===== config.mk =====
export PLATFORM = sky130hd
export DESIGN_NAME = bz_host_core_flat
export DESIGN_NICKNAME = d
export VERILOG_FILES = /design/src/rtl/bz_host_core_if.sv /design/src/rtl/bz_host_core.sv /design/src/flat_wrapper.sv
export SDC_FILE = /design/constraint.sdc
export NUM_CORES = 1
export LEC_CHECK = 0
export CAP_MARGIN = 20
export CORE_AREA = 3 3 235 237
export CTS_CLUSTER_SIZE = 16
export DETAILED_ROUTE_END_ITERATION = 6
export DIE_AREA = 0 0 238 240
export PLACE_DENSITY_LB_ADDON = 0.3
export SLEW_MARGIN = 20
export SYNTH_ARGS = -nofsm -noshare
export SYNTH_HDL_FRONTEND = slang
export SYNTH_SLANG_ARGS = --single-unit

===== constraint.sdc =====
create_clock -name clk -period 3.46 [get_ports clk]
set_input_delay 0.692 -clock clk [delete_from_list [all_inputs] [get_ports clk]]
set_output_delay 0.692 -clock clk [all_outputs]
set_load 0.03 [all_outputs]

===== src/rtl/bz_host_core_if.sv =====
// Host word-stream and board-to-board flit link signals for bz_host_core.
// The slave modport is the core's view; master is the environment's view.
interface bz_host_core_if;
    logic [31:0] host_dn_data;
    logic        host_dn_valid;
    logic        host_dn_ready;
    logic [31:0] host_up_data;
    logic        host_up_valid;
    logic        host_up_ready;
    logic [10:0] top_out;
    logic        top_valid_out;
    logic        top_ready_in;
    logic [10:0] top_in;
    logic        top_valid_in;
    logic        top_ready_out;

    modport slave (
        input  host_dn_data, host_dn_valid,
        output host_dn_ready,
        output host_up_data, host_up_valid,
        input  host_up_ready,
        output top_out, top_valid_out,
        input  top_ready_in,
        input  top_in, top_valid_in,
        output top_ready_out
    );

    modport master (
        output host_dn_data, host_dn_valid,
        input  host_dn_ready,
        input  host_up_data, host_up_valid,
        output host_up_ready,
        input  top_out, top_valid_out,
        output top_ready_in,
        output top_in, top_valid_in,
        input  top_ready_out
    );
endinterface


===== src/rtl/bz_host_core.sv =====
// Host word stream <-> 11-bit flit link bridge: decodes config writes / NOPs / packets
// downstream and serializes them; reassembles inbound flits into host word pairs.
module bz_host_core #(
    parameter int NREG = 32,
    parameter int RTW  = 10
) (
    input  logic                 clk,
    input  logic                 reset_n,
    bz_host_core_if.slave        bus,
    output logic [NREG*16-1:0]   conf_regs,
    output logic [3:0]           led
);
    localparam int FW   = 11;
    localparam int RIDW = $clog2(NREG);

    localparam logic [0:0] S_WORD  = 1'b0;
    localparam logic [0:0] S_ROUTE = 1'b1;

    logic              r_rdy_en;
    logic [0:0]        r_dn_state;
    logic [31:0]       r_payload;
    logic [15:0]       r_conf [NREG];

    logic              r_buf_valid;
    logic [RTW-1:0]    r_buf_route;
    logic [31:0]       r_buf_payload;

    logic              r_ser_busy;
    logic [1:0]        r_ser_idx;
    logic [RTW-1:0]    r_ser_route;
    logic [31:0]       r_ser_payload;

    logic [1:0]        r_des_idx;
    logic              r_des_full;
    logic              r_up_sel;
    logic [FW-1:0]     r_des_h;
    logic [FW-1:0]     r_des_d0;
    logic [FW-1:0]     r_des_d1;
    logic [9:0]        r_des_d2;

    logic [1:0]        r_dn_cnt;
    logic [1:0]        r_up_cnt;

    logic              w_dn_fire;
    logic              w_is_ctl;
    logic              w_conf_wr;
    logic              w_new_pkt;
    logic              w_ser_fire;
    logic              w_ser_last;
    logic              w_ser_free;
    logic              w_des_fire;
    logic              w_up_fire;
    logic [FW-1:0]     w_flit;
    logic              w_unused_d2_msb;

    assign w_dn_fire  = bus.host_dn_valid & bus.host_dn_ready;
    assign w_is_ctl   = (bus.host_dn_data[31:30] == 2'b10);
    assign w_conf_wr  = w_dn_fire & (r_dn_state == S_WORD) & w_is_ctl & ~bus.host_dn_data[29];
    assign w_new_pkt  = w_dn_fire & (r_dn_state == S_ROUTE) & ~bus.host_dn_data[RTW-1];
    assign w_ser_fire = r_ser_busy & bus.top_ready_in;
    assign w_ser_last = w_ser_fire & (r_ser_idx == 2'd3);
    assign w_ser_free = ~r_ser_busy | w_ser_last;
    assign w_des_fire = bus.top_valid_in & bus.top_ready_out;
    assign w_up_fire  = bus.host_up_valid & bus.host_up_ready;

    // The core only stops taking words while a second packet waits behind a busy serializer.
    assign bus.host_dn_ready = r_rdy_en & ~r_buf_valid;
    assign bus.top_ready_out = r_rdy_en & ~r_des_full;
    assign bus.top_valid_out = r_ser_busy;
    assign bus.top_out       = w_flit;
    assign bus.host_up_valid = r_des_full;
    assign bus.host_up_data  = r_up_sel ? {{(32-FW){1'b0}}, r_des_h}
                                        : {r_des_d2, r_des_d1, r_des_d0};
    assign led               = {r_up_cnt, r_dn_cnt};
    assign w_unused_d2_msb   = bus.top_in[FW-1];

    for (genvar g = 0; g < NREG; g++) begin : g_conf
        assign conf_regs[g*16 +: 16] = r_conf[g];
    end

    // NOTE: every output of a combinational block gets a default first so no latch is inferred.
    always_comb begin
        w_flit = '0;
        case (r_ser_idx)
            2'd0: w_flit = {{(FW-RTW){1'b0}}, r_ser_route};
            2'd1: w_flit = r_ser_payload[10:0];
            2'd2: w_flit = r_ser_payload[21:11];
            2'd3: w_flit = {1'b0, r_ser_payload[31:22]};
            default: w_flit = '0;
        endcase
    end

    // NOTE: sequential state uses non-blocking assignments so every flop samples pre-edge values.
    always_ff @(posedge clk or negedge reset_n) begin
        if (!reset_n) begin
            r_rdy_en   <= 1'b0;
            r_dn_state <= S_WORD;
            r_payload  <= '0;
            // NOTE: the config file is host-visible state, so every entry is reset, not just control.
            for (int i = 0; i < NREG; i++) r_conf[i] <= '0;
        end else begin
            r_rdy_en <= 1'b1;
            if (w_dn_fire) begin
                case (r_dn_state)
                    S_WORD: begin
                        if (!w_is_ctl) begin
                            r_payload  <= bus.host_dn_data;
                            r_dn_state <= S_ROUTE;
                        end
                    end
                    default: r_dn_state <= S_WORD;
                endcase
            end
            if (w_conf_wr) r_conf[bus.host_dn_data[24 +: RIDW]] <= bus.host_dn_data[15:0];
        end
    end

    always_ff @(posedge clk or negedge reset_n) begin
        if (!reset_n) begin
            r_buf_valid   <= 1'b0;
            r_buf_route   <= '0;
            r_buf_payload <= '0;
            r_ser_busy    <= 1'b0;
            r_ser_idx     <= '0;
            r_ser_route   <= '0;
            r_ser_payload <= '0;
            r_dn_cnt      <= '0;
        end else begin
            if (w_ser_fire) begin
                r_ser_idx <= r_ser_idx + 2'd1;
                if (w_ser_last) begin
                    r_ser_busy <= 1'b0;
                    r_dn_cnt   <= r_dn_cnt + 2'd1;
                end
            end
            // A freed serializer reloads in the same cycle so H follows the route word directly.
            if (w_ser_free && r_buf_valid) begin
                r_ser_busy    <= 1'b1;
                r_ser_idx     <= '0;
                r_ser_route   <= r_buf_route;
                r_ser_payload <= r_buf_payload;
                r_buf_valid   <= 1'b0;
            end else if (w_ser_free && w_new_pkt) begin
                r_ser_busy    <= 1'b1;
                r_ser_idx     <= '0;
                r_ser_route   <= bus.host_dn_data[RTW-1:0];
                r_ser_payload <= r_payload;
            end else if (w_new_pkt) begin
                r_buf_valid   <= 1'b1;
                r_buf_route   <= bus.host_dn_data[RTW-1:0];
                r_buf_payload <= r_payload;
            end
        end
    end

    always_ff @(posedge clk or negedge reset_n) begin
        if (!reset_n) begin
            r_des_idx  <= '0;
            r_des_full <= 1'b0;
            r_up_sel   <= 1'b0;
            r_des_h    <= '0;
            r_des_d0   <= '0;
            r_des_d1   <= '0;
            r_des_d2   <= '0;
            r_up_cnt   <= '0;
        end else begin
            if (w_des_fire) begin
                r_des_idx <= r_des_idx + 2'd1;
                case (r_des_idx)
                    2'd0: r_des_h  <= bus.top_in;
                    2'd1: r_des_d0 <= bus.top_in;
                    2'd2: r_des_d1 <= bus.top_in;
                    default: begin
                        r_des_d2   <= bus.top_in[9:0];
                        r_des_full <= 1'b1;
                        r_up_sel   <= 1'b0;
                    end
                endcase
            end
            if (w_up_fire) begin
                if (!r_up_sel) begin
                    r_up_sel <= 1'b1;
                end else begin
                    r_des_full <= 1'b0;
                    r_up_cnt   <= r_up_cnt + 2'd1;
                end
            end
        end
    end
endmodule


===== src/flat_wrapper.sv =====
// flat-port wrapper written by rule: the top's interface ports become plain ports
module bz_host_core_flat 
#(
    parameter int NREG = 32,
    parameter int RTW  = 10
)
  (clk, reset_n, conf_regs, led, bus_host_dn_data, bus_host_dn_valid, bus_host_dn_ready, bus_host_up_data, bus_host_up_valid, bus_host_up_ready, bus_top_out, bus_top_valid_out, bus_top_ready_in, bus_top_in, bus_top_valid_in, bus_top_ready_out);
  bz_host_core_if bus_i ();
  input  logic clk;
  input  logic reset_n;
  output logic [NREG*16-1:0] conf_regs;
  output logic [3:0] led;
  input wire logic [$bits(bus_i.host_dn_data)-1:0] bus_host_dn_data;
  input wire logic [$bits(bus_i.host_dn_valid)-1:0] bus_host_dn_valid;
  output wire logic [$bits(bus_i.host_dn_ready)-1:0] bus_host_dn_ready;
  output wire logic [$bits(bus_i.host_up_data)-1:0] bus_host_up_data;
  output wire logic [$bits(bus_i.host_up_valid)-1:0] bus_host_up_valid;
  input wire logic [$bits(bus_i.host_up_ready)-1:0] bus_host_up_ready;
  output wire logic [$bits(bus_i.top_out)-1:0] bus_top_out;
  output wire logic [$bits(bus_i.top_valid_out)-1:0] bus_top_valid_out;
  input wire logic [$bits(bus_i.top_ready_in)-1:0] bus_top_ready_in;
  input wire logic [$bits(bus_i.top_in)-1:0] bus_top_in;
  input wire logic [$bits(bus_i.top_valid_in)-1:0] bus_top_valid_in;
  output wire logic [$bits(bus_i.top_ready_out)-1:0] bus_top_ready_out;
  assign bus_i.host_dn_data = bus_host_dn_data;
  assign bus_i.host_dn_valid = bus_host_dn_valid;
  assign bus_host_dn_ready = bus_i.host_dn_ready;
  assign bus_host_up_data = bus_i.host_up_data;
  assign bus_host_up_valid = bus_i.host_up_valid;
  assign bus_i.host_up_ready = bus_host_up_ready;
  assign bus_top_out = bus_i.top_out;
  assign bus_top_valid_out = bus_i.top_valid_out;
  assign bus_i.top_ready_in = bus_top_ready_in;
  assign bus_i.top_in = bus_top_in;
  assign bus_i.top_valid_in = bus_top_valid_in;
  assign bus_top_ready_out = bus_i.top_ready_out;
  bz_host_core #(.NREG(NREG), .RTW(RTW)) u_core (.clk(clk), .reset_n(reset_n), .bus(bus_i), .conf_regs(conf_regs), .led(led));
endmodule

==> metrics.md, run 1 <==
| Metric | Value |
|---|---|
| Seq cells post-synth | 685 |
| Initial Util | 0.507 |
| Nets | 2396 |
| Worst hold path class | in -> async |
| Antenna viol nets, final | 0 |
| DRT iter0 DRCs | 950 |
| CTS tree | built |
| Placed cell area | 34300 um^2 |
| Hold-fix buffers, CTS | 0 |
| Final instance area | about 37000 um^2 |
| Placer Congestion | just over 0.8 |
| CTS clk-pin slew, worst paths | around 0.060 ns |
| Post-synth ARST share | 1.00 |
| Final Skew | ~0.015 ns |
| Cell type with the largest total area after synthesis | dfrtp_1 |
| Slew headroom | 0.348 |
| Gr usage total | 0.289 |
| Synth Cell Area | around 27000 um^2 |
| DRC errors left | 0 |
| Critical Path End Type | output port |
| Root Driver | clkbuf_16 |
| Row count | 85 |
| Share of post-route cells with drive strength above 1 | 0.385 |
| Final Critical Period | around 3.3 ns |
| Slowest-stage cell, CP | clkdlybuf4s50_1 |
| Max-cap viol count | 0 |
| Vias | around 17000 |
| Setup WS pre-CTS | 0.195 ns |
| Slew at the pin closest to its max-slew limit | 0.978 ns |
| Post-synthesis net count | approximately 1800 |
| Slew Viols, Final | 0 |
| Most common cell after layout, fill and taps aside | mux2_2 |
| Worst path max stage delay | just under 0.7 ns |
| Avg WL per Cell | 26.8 um |
| Vias/cell | ~5.6 |
| CP required | around 2.8 ns |
| Clk sinks | 685 |
| Synth area leaders | dfrtp_1 (63%), mux2_2 (29%), mux2i_1 (1.0%), clkbuf_1 (1.0%), nor4_4 (0.86%) |
| Register Area | between 15000 and 20000 um^2 |
| CP arrival | roughly 2.6 ns |
| Area Growth Syn to Fin | 35.6% |
| Number of fill cells in the layout | around 3600 |
| Unrepaired setup endpoints after global routing | no |
| Clk_lat worst skew | 0.62 ns |
| IO Count | around 610 |
| Fin crit share | 0.956 |
| Setup TNS | 0 ns |
| Number of synthesized flops with an enable pin | 0 |
| Critical-path cell list | inv_1 > ha_2 > buf_4 > a22oi_1 > nor2_1 > clkdlybuf4s50_1 |
| Status | completed |
| First-pass GRT wire length | 122000 um |
| Antenna fix cells | 0 |
| Initial antenna violation count | 0 |
| Max VDD drop | between 0.4 and 0.5 mV |
| Worst Path Buf+Inv | 3 |
| Crit path max-delay family | buffers and inverters |
| Setup violators final | 0 |
| Overflow after GRT | 0 |
| Yosys cell types | 45 |
| Synth top area share | 0.632 |
| DP HPWL | roughly 57000 um |
| CP max FO | 9 |
| Fmax | 0.302 GHz |
| Final wirelength | approximately 83000 um |
| Setup CP Type | reg -> out |
| Fin worst setup slack | ~0.15 ns |
| Vert. Die Dim | roughly 240 um |
| Leak pwr | 17.4 nW |
| Drt pass-1 iters | 5 |
| Synth Flop Type | dfrtp_1 |
| Die area | approximately 57000 um^2 |
| Multi-input logic area | ~9400 um^2 |
| Cell Pwr Density | ~620 nW/um^2 |
| Number of global-route vias before repair | 18817 |
| Final hold viol count | 0 |
| Finished Core Util | 0.688 |
| H-Tree Depth | 3 |
| Core Region | ~53000 um^2 |
| Max Buffers Root-to-Sink | 3 |
| Port Buffer Count | about 610 |
| DIE WIDTH | around 240 um |
| Most frequent cells in the layout | mux2_2 (699), dfrtp_1 (683), clkdlybuf4s50_1 (596) |
| Avg Synthesized Cell Area | 16.0 um^2 |
| Post-Synthesis Cells | about 1700 |
| Yosys warnings | 0 |
| Num CTS Buffers | 73 |
| Register area share after synthesis | 0.632 |
| CP startpoint kind | flop |
| Largest net degree at the start of global routing | 87 |
==> cell type report <==
class                           instances  share of cell area
Timing Repair Buffer                  691               0.186
Clock inverter                         22             0.00850
Sequential cell                       685               0.466
Multi-Input combinational cell        872               0.255
Tap cell                              696              0.0237
Clock buffer                          109              0.0583
Inverter                               16             0.00163
==> layer usage <==
| metal | vias up | track usage | wire [um] |
|---|---|---|---|
| met5 | - | 0 | 0 |
| met4 | 0 | 0.144 | 4620 |
| met3 | 199 | 0.0990 | 6530 |
| met2 | 602 | 0.482 | 40900 |
| met1 | 9059 | 0.336 | 30800 |
| li1 | 7311 | - | - |
==> power by group <==
part | switching [mW] | internal, mW | total [mW]
clock network | 3.19 | 4.76 | 7.95
registers | 0.748 | 9.13 | 9.88
logic | 2.58 | 2.34 | 4.92
==> sequential cells by signal, indices dropped and copies added, names as in the netlist, 2 cells and up <==
| name | count |
|---|---|
| u_core.r_des_idx | 2 |
| u_core.r_payload | 32 |
| u_core.r_dn_cnt | 2 |
| u_core.r_buf_payload | 32 |
| u_core.r_des_h | 11 |
| u_core.conf_regs | 512 |
| u_core.r_buf_route | 10 |
| u_core.r_des_d1 | 11 |
| u_core.r_up_cnt | 2 |
| u_core.r_ser_idx | 2 |
| u_core.r_des_d0 | 11 |
| u_core.r_des_d2 | 10 |
| u_core.r_ser_payload | 32 |
| u_core.r_ser_route | 10 |
==> timing repair <==
item / 4_1_cts / 5_1_grt
setup buffers: 0 / 0
setup endpoints to repair: 11 / 10
pin swaps: 0 / 0
gates cloned: 0 / 0
resized for setup: 6 / 9
==> logic make-up after synthesis <==
logic type,after synthesis,share of synthesized area
other,1,0.000138
buffers and inverters,142,0.0235
adder cells (fa/ha/maj),8,0.00369
flip-flops,685,0.632
AND/OR/NAND/NOR,102,0.0298
AO/OA/AOI/OAI,27,0.00803
multiplexers,729,0.301
XOR/XNOR,5,0.00161
==> worst paths after layout <==
kind                                     startpoint               endpoint  slack [ns]  cells past startpoint
worst max-delay path            u_core.r_ser_idx[0]        bus_top_out[10]        0.15                      6
worst min-delay path                        reset_n  u_core.conf_regs[495]        0.13                      1
worst max register to register   u_core.r_buf_valid  u_core.conf_regs[390]        0.91                      4
worst min register to register   u_core.r_dn_cnt[1]     u_core.r_dn_cnt[1]        0.47                      1
max in group asynchronous                   reset_n     u_core.r_des_d1[7]        2.29                      2
min in group clk                 u_core.r_dn_cnt[1]     u_core.r_dn_cnt[1]        0.47                      1
==> per-stage QoR <==
stage | hold WS [ns] | std cells | power, mW
global placement | 0.461 | 2960 | 14.7
detailed placement | 0.462 | 2960 | 14.9
floorplan | 0.396 | 1699 | 12.9
finish | 0.128 | 3091 | 22.8
CTS | 0.137 | 3091 | 22.9
global route | 0.160 | 3091 | 23.7
==> synthesized netlist by cell type (2+ instances only) <==
| cell | number |
|---|---|
| buf_4 | 6 |
| xnor2_1 | 5 |
| buf_2 | 24 |
| inv_1 | 16 |
| a21bo_2 | 2 |
| nand2b_1 | 6 |
| nand2_1 | 11 |
| buf_1 | 15 |
| nand4bb_1 | 3 |
| mux2i_1 | 28 |
| mux2_2 | 699 |
| a21oi_1 | 2 |
| buf_6 | 7 |
| a222oi_1 | 10 |
| nand4_1 | 22 |
| nor4_4 | 11 |
| nor2_1 | 5 |
| nand3_1 | 3 |
| and3b_1 | 2 |
| and2_1 | 2 |
| dfrtp_1 | 685 |
| nor2b_1 | 27 |
| ha_1 | 8 |
| clkbuf_1 | 74 |
| o21ai_0 | 5 |
| mux2_1 | 2 |
Power figures use the tool's default switching activity.
==> run 2, diff against run 1 <==
CORE_AREA = 2 2 241 243   (was 3 3 235 237)
DIE_AREA = 0 0 243 245   (was 0 0 238 240)
==> run 2 against run 1 <==
Effect of this change:
- design area down 0.52%
- sequential share of layout area increased by 0.24 points
- clock skew increased by 0.011 ns
- the flow now finishes with violations (DRC)
- die area rose by 4.2%
- fmax down 0.80%
- combinational power barely moved
- flip-flop and latch count stayed put
==> metrics.md, run 2 (same netlist as run 1, synthesis figures left out) <==
| Metric | Value |
|---|---|
| Slew headroom | 0.357 (+0.00888) |
| Avg WL per Cell | 26.1 um (-2.6%) |
| Port Buffer Count | 611 (unchanged) |
| Failing checks | DRC |
| Antenna viol nets, final | 0 (unchanged) |
| Core Region | 57000 um^2 (+6.6%) |
| Num CTS Buffers | 72 (-1.4%) |
| Fin crit share | 0.964 (+0.00770) |
| Nets | 2393 (-0.13%) |
| Worst hold path class | in -> async |
| Share of post-route cells with drive strength above 1 | 0.383 (-0.00216) |
| Clk_lat worst skew | 0.61 ns (about the same) |
| Number of fill cells in the layout | 4270 (+19%) |
| Drt pass-1 iters | 7 (+2) |
| Setup violators final | 0 (unchanged) |
| CTS clk-pin slew, worst paths | 0.06 ns (about the same) |
| Max Buffers Root-to-Sink | 3 (unchanged) |
| CP startpoint kind | flop |
| Register-to-Register Setup Slack | 0.93 ns (+0.02 ns) |
| Final wirelength | 82300 um (-0.66%) |
| Number of global-route vias before repair | 18498 (-1.7%) |
| DIE WIDTH | 243 um (+2.1%) |
| Most frequent cells in the layout | mux2_2 (699), dfrtp_1 (684), clkdlybuf4s50_1 (606) |
| CP arrival | 2.64 ns (+0.02 ns) |
| DRT iter0 DRCs | 881 (-7.3%) |
| Worst Setup SP | u_core.r_ser_idx[1] |
| Setup TNS | 0 ns (unchanged) |
| Root Driver | clkbuf_16 |
| CP required | 2.77 ns (about the same) |
| Most common cell after layout, fill and taps aside | mux2_2 |
| Final Critical Period | 3.34 ns (+0.0266 ns) |
| DRC errors left | 8 (+8) |
| Row count | 88 (+3.5%) |
| Largest register FFs | 512 (unchanged) |
| Max-cap viol count | 0 (unchanged) |
| CTS tree | built |
| Cell Pwr Density | 606 nW/um^2 (-2.0%) |
| Largest net degree at the start of global routing | 102 (+17%) |
| Initial Util | 0.476 (-0.0315) |
| Initial antenna violation count | 1 (+1) |
| Final instance area | 36600 um^2 (-0.52%) |
| Final Skew | 0.0266 ns (+0.0111 ns) |
| Status | finished with violations |
| Hold-fix buffers, CTS | 0 (unchanged) |
| Power Total | 22.2 mW (-2.5%) |
| Unrepaired setup endpoints after global routing | no |
| Final hold viol count | 0 (unchanged) |
| Leak pwr | 17.2 nW (-1.2%) |
| DP HPWL | 56800 um (-0.23%) |
| Max VDD drop | 0.410 mV (-6.6%) |
| Setup CP Type | reg -> out |
| Vert. Die Dim | 245 um (+2.1%) |
| Vias/cell | 5.42 (-2.5%) |
| IO Count | 612 (unchanged) |
| Gr usage total | 0.276 (-0.0128) |
| CP max FO | 14 (+5) |
| Slew at the pin closest to its max-slew limit | 0.965 ns (-0.0133 ns) |
| Clk sinks | 685 (unchanged) |
| Area Growth Syn to Fin | 34.9% |
| Reg-to-Reg Start | u_core.r_buf_valid |
| Placed cell area | 34300 um^2 (+0.14%) |
| Slew Viols, Final | 0 (unchanged) |
| H-Tree Depth | 3 (unchanged) |
| Fmax | 0.300 GHz (-0.80%) |
| Placer Congestion | 0.819 (+1.4%) |
| Vias | 17065 (-0.62%) |
| First-pass GRT wire length | 122000 um (-0.11%) |
| Overflow after GRT | 0 (unchanged) |
| Die area | 59500 um^2 (+4.2%) |
| Critical Path End Type | output port |
==> run 2: changes by cell type in the layout (fill, tap and decap cells not counted), moves of 3 or more <==
cell	change
clkbuf_1	-3
dlymetal6s2s_1	-8
bufinv_16	-5
clkdlybuf4s50_1	+10
==> run 2: critical path, stage by stage (launching register included) <==
cell             delay, ns
dfrtp_1               0.40
ha_1                  0.50
a222oi_1              0.18
mux2i_1               0.24
clkdlybuf4s50_1       0.72
==> run 2: timing repair <==
action,4_1_cts,5_1_grt
gates resized for setup,0,2
setup endpoints to repair,0,10
setup buffers,0,0
==> run 2: metrics by stage <==
step	hold slack, ns	utilization	setup WS [ns]	std cells
after floorplan	0.396	-	0.993	1699
after global placement	0.460	0.602	0.315	3027
after detailed placement	0.462	0.602	0.305	3027
after CTS	0.113	0.641	0.0190	3150
after global routing	0.105	0.642	0.0274	3150
final	0.0625	0.642	0.125	3151
==> run 2: layer usage <==
metal	routed length, um	share of wire	GRT usage
met5	0	0	0
met4	3320	0.040	0.119
met3	6480	0.079	0.0870
met2	41100	0.50	0.464
met1	31400	0.38	0.328
==> run 2: power breakdown <==
| group | internal [mW] | switching [mW] |
|---|---|---|
| clock | 4.28 | 3.12 |
| combinational | 2.36 | 2.53 |
| sequential | 9.13 | 0.780 |
| total | 15.8 | 6.43 |
==> run 2: area by class of cell <==
| cell class | count | area (um^2) | share of cell area |
|---|---|---|---|
| Clock inverter | 18 | 141 | 0.00386 |
| Inverter | 16 | 60.1 | 0.00164 |
| Sequential cell | 685 | 17100 | 0.468 |
| Timing Repair Buffer | 689 | 6800 | 0.186 |
| Multi-Input combinational cell | 872 | 9390 | 0.257 |
| Antenna cell | 1 | 2.50 | 0.0000684 |
| Clock buffer | 105 | 2100 | 0.0573 |
| Tap cell | 765 | 957 | 0.0262 |
==> run 2: path summary, 6_finish.rpt <==
kind,end,cells past startpoint
setup / recovery,bus_top_out[6],4
hold / removal,u_core.conf_regs[403],1
setup reg to reg,u_core.r_ser_payload[5],4
hold reg to reg,u_core.r_dn_cnt[1],1
max in group asynchronous,u_core.conf_regs[131],2
min in group clk,u_core.r_dn_cnt[1],1
==> run 3, diff against run 2 <==
CORE_AREA = 2 2 240 242   (was 2 2 241 243)
DIE_AREA = 0 0 242 244   (was 0 0 243 245)
DONT_BUFFER_PORTS = 1   (was default)
==> run 3 against run 2 <==
Effect of this change:
- the run ends with hold timing, slew limit left
- worst hold slack worse by 0.29 ns
- via count is 15% lower
- clock-buffer cell count is 3 lower
- critical path type unchanged
- critical endpoint is now bus_top_out[8]
- largest power group unchanged
==> metrics.md, run 3 (same netlist as run 1, synthesis figures left out) <==
| Metric | Value |
|---|---|
| CP arrival | 2.51 ns (-0.13 ns) |
| Min Hold Slack | -0.226 ns (-0.289 ns) |
| IO Count | 612 (unchanged) |
| Setup violators final | 0 (unchanged) |
| Nets | 1757 (-27%) |
| Status | finished with violations |
| Setup CP Type | reg -> out |
| Number of global-route vias before repair | 15690 (-15%) |
| Row count | 87 (-1.1%) |
| Overflow after GRT | 0 (unchanged) |
| DP HPWL | 48200 um (-15%) |
| Slew Viols, Final | 289 (+289) |
| Initial Util | 0.483 (+0.00733) |
| CP startpoint kind | flop |
| DRT iter0 DRCs | 1010 (+15%) |
| Gr usage total | 0.248 (-0.0286) |
| Worst path max stage delay | 0.74 ns (+0.02 ns) |
| Unrepaired setup endpoints after global routing | no |
| CTS clk-pin slew, worst paths | 0.06 ns (about the same) |
| Leak pwr | 15.1 nW (-12%) |
| Metal3 WL | 6670 um (+3.0%) |
| Slew headroom | -0.562 (-0.919) |
| Post-CTS Resized | 0 (unchanged) |
| Top Metal Used | met4 |
| Most frequent cells in the layout | mux2_2 (699), dfrtp_1 (684), clkbuf_16 (73) |
| CTS tree | built |
| Slowest-stage cell, CP | mux2i_1 |
| Antenna viol nets, final | 0 (unchanged) |
| Placer Congestion | 0.809 (-1.2%) |
| Root Driver | clkbuf_16 |
| Clk_lat worst skew | 0.62 ns (about the same) |
| Vert. Die Dim | 244 um (-0.41%) |
| Final wirelength | 73400 um (-11%) |
| Max-cap viol count | 0 (unchanged) |
| DRC errors left | 0 (-8) |
| Setup TNS | 0 ns (unchanged) |
| Die area | 59000 um^2 (-0.82%) |
| Post-CTS setup buffers | 0 (unchanged) |
| Num CTS Buffers | 73 (+1.4%) |
| Critical-path cell list | inv_1 > ha_1 > mux2i_1 |
| CP max FO | 11 (-3) |
| Vias | 14538 (-15%) |
| Most common cell after layout, fill and taps aside | mux2_2 |
| Critical Path End Type | output port |
| DRT met1 WL | 27300 um (-13%) |
| Avg WL per Cell | 29.2 um (+12%) |
| Core Region | 56200 um^2 (-1.5%) |
| Placed cell area | 28000 um^2 (-19%) |
| Finished Core Util | 0.545 (-0.0970) |
| Slew at the pin closest to its max-slew limit | 2.34 ns (+1.38 ns) |
| Final Skew | 0.0172 ns (-0.00939 ns) |
| Final instance area | 30600 um^2 (-16%) |
| Port Buffer Count | 0 (-100%) |
| Worst hold path class | in -> async |
| Drt pass-1 iters | 6 (-1) |
| Fin crit share | 0.926 (-0.0381) |
| Cell Pwr Density | 718 nW/um^2 (+18%) |
| Failing checks | hold timing, slew limit |
| Max Buffers Root-to-Sink | 3 (unchanged) |
| First-pass GRT wire length | 108000 um (-11%) |
| Area Growth Syn to Fin | 12.8% |
| Vias/cell | 5.79 (+6.9%) |
| Met2 WL | 37100 um (-9.8%) |
| H-Tree Depth | 3 (unchanged) |
| CP required | 2.77 ns (about the same) |
| Fmax | 0.312 GHz (+4.1%) |
| DIE WIDTH | 242 um (-0.41%) |
| Largest register FFs | 512 (unchanged) |
| Final hold viol count | 73 (+73) |
| Clk sinks | 685 (unchanged) |
| Share of post-route cells with drive strength above 1 | 0.507 (+0.125) |
| Initial antenna violation count | 3 (+2) |
| Final Critical Period | 3.20 ns (-0.132 ns) |
| Max VDD drop | 0.475 mV (+16%) |
| Largest net degree at the start of global routing | 686 (+570%) |
[run 3: area by class of cell]
class,count,area [um^2]
clock inverter,27,518
sequential,685,17100
antenna,1,2.50
clock buffer,102,2100
tap,756,946
multi-input combinational,872,9400
inverter,16,60.1
fill,4588,25600
timing repair buffer,52,428
[run 3: layer usage]
layer / GRT usage / vias to the layer above
met3: 0.0915 / 137
met5: 0 / -
met4: 0.0842 / 0
met2: 0.419 / 548
li1: - / 6021
met1: 0.292 / 7832
[run 3: power breakdown]
part | internal [mW] | total, mW | switching, mW
sequential | 9.13 | 10.3 | 1.14
combinational | 1.60 | 3.34 | 1.75
clock | 5.10 | 8.36 | 3.26
total | 15.8 | 22.0 | 6.15
[run 3: path summary, 6_finish.rpt]
kind	startpoint	to	slack [ns]	depth (start not counted)
worst max register to register	u_core.r_buf_valid	u_core.conf_regs[251]	0.84	6
worst min-delay path	reset_n	u_core.conf_regs[464]	-0.23	0
worst min register to register	u_core.r_buf_route[9]	u_core.r_buf_route[9]	0.49	1
max in group asynchronous	reset_n	u_core.conf_regs[133]	1.83	0
worst max-delay path	u_core.r_ser_idx[0]	bus_top_out[8]	0.26	3
min in group clk	bus_host_dn_data[30]	u_core.r_payload[30]	0.19	2
[run 3: metrics by stage]
| step | power [mW] | cells | worst slack, ns |
|---|---|---|---|
| final | 22.0 | 2511 | 0.257 |
| after global routing | 22.8 | 2510 | 0.111 |
| after CTS | 22.1 | 2510 | 0.206 |
| after detailed placement | 13.7 | 2381 | 0.679 |
| after global placement | 13.6 | 2381 | 0.732 |
| after floorplan | 12.9 | 1699 | 0.993 |
[run 3: worst max-delay path: cells and delay by family (launching register included)]
kind / cells / cell delay (ns)
muxes: 1 / 0.74
adders and majority gates: 1 / 0.62
DFF: 1 / 0.41
buffers and inverters: 1 / 0.14
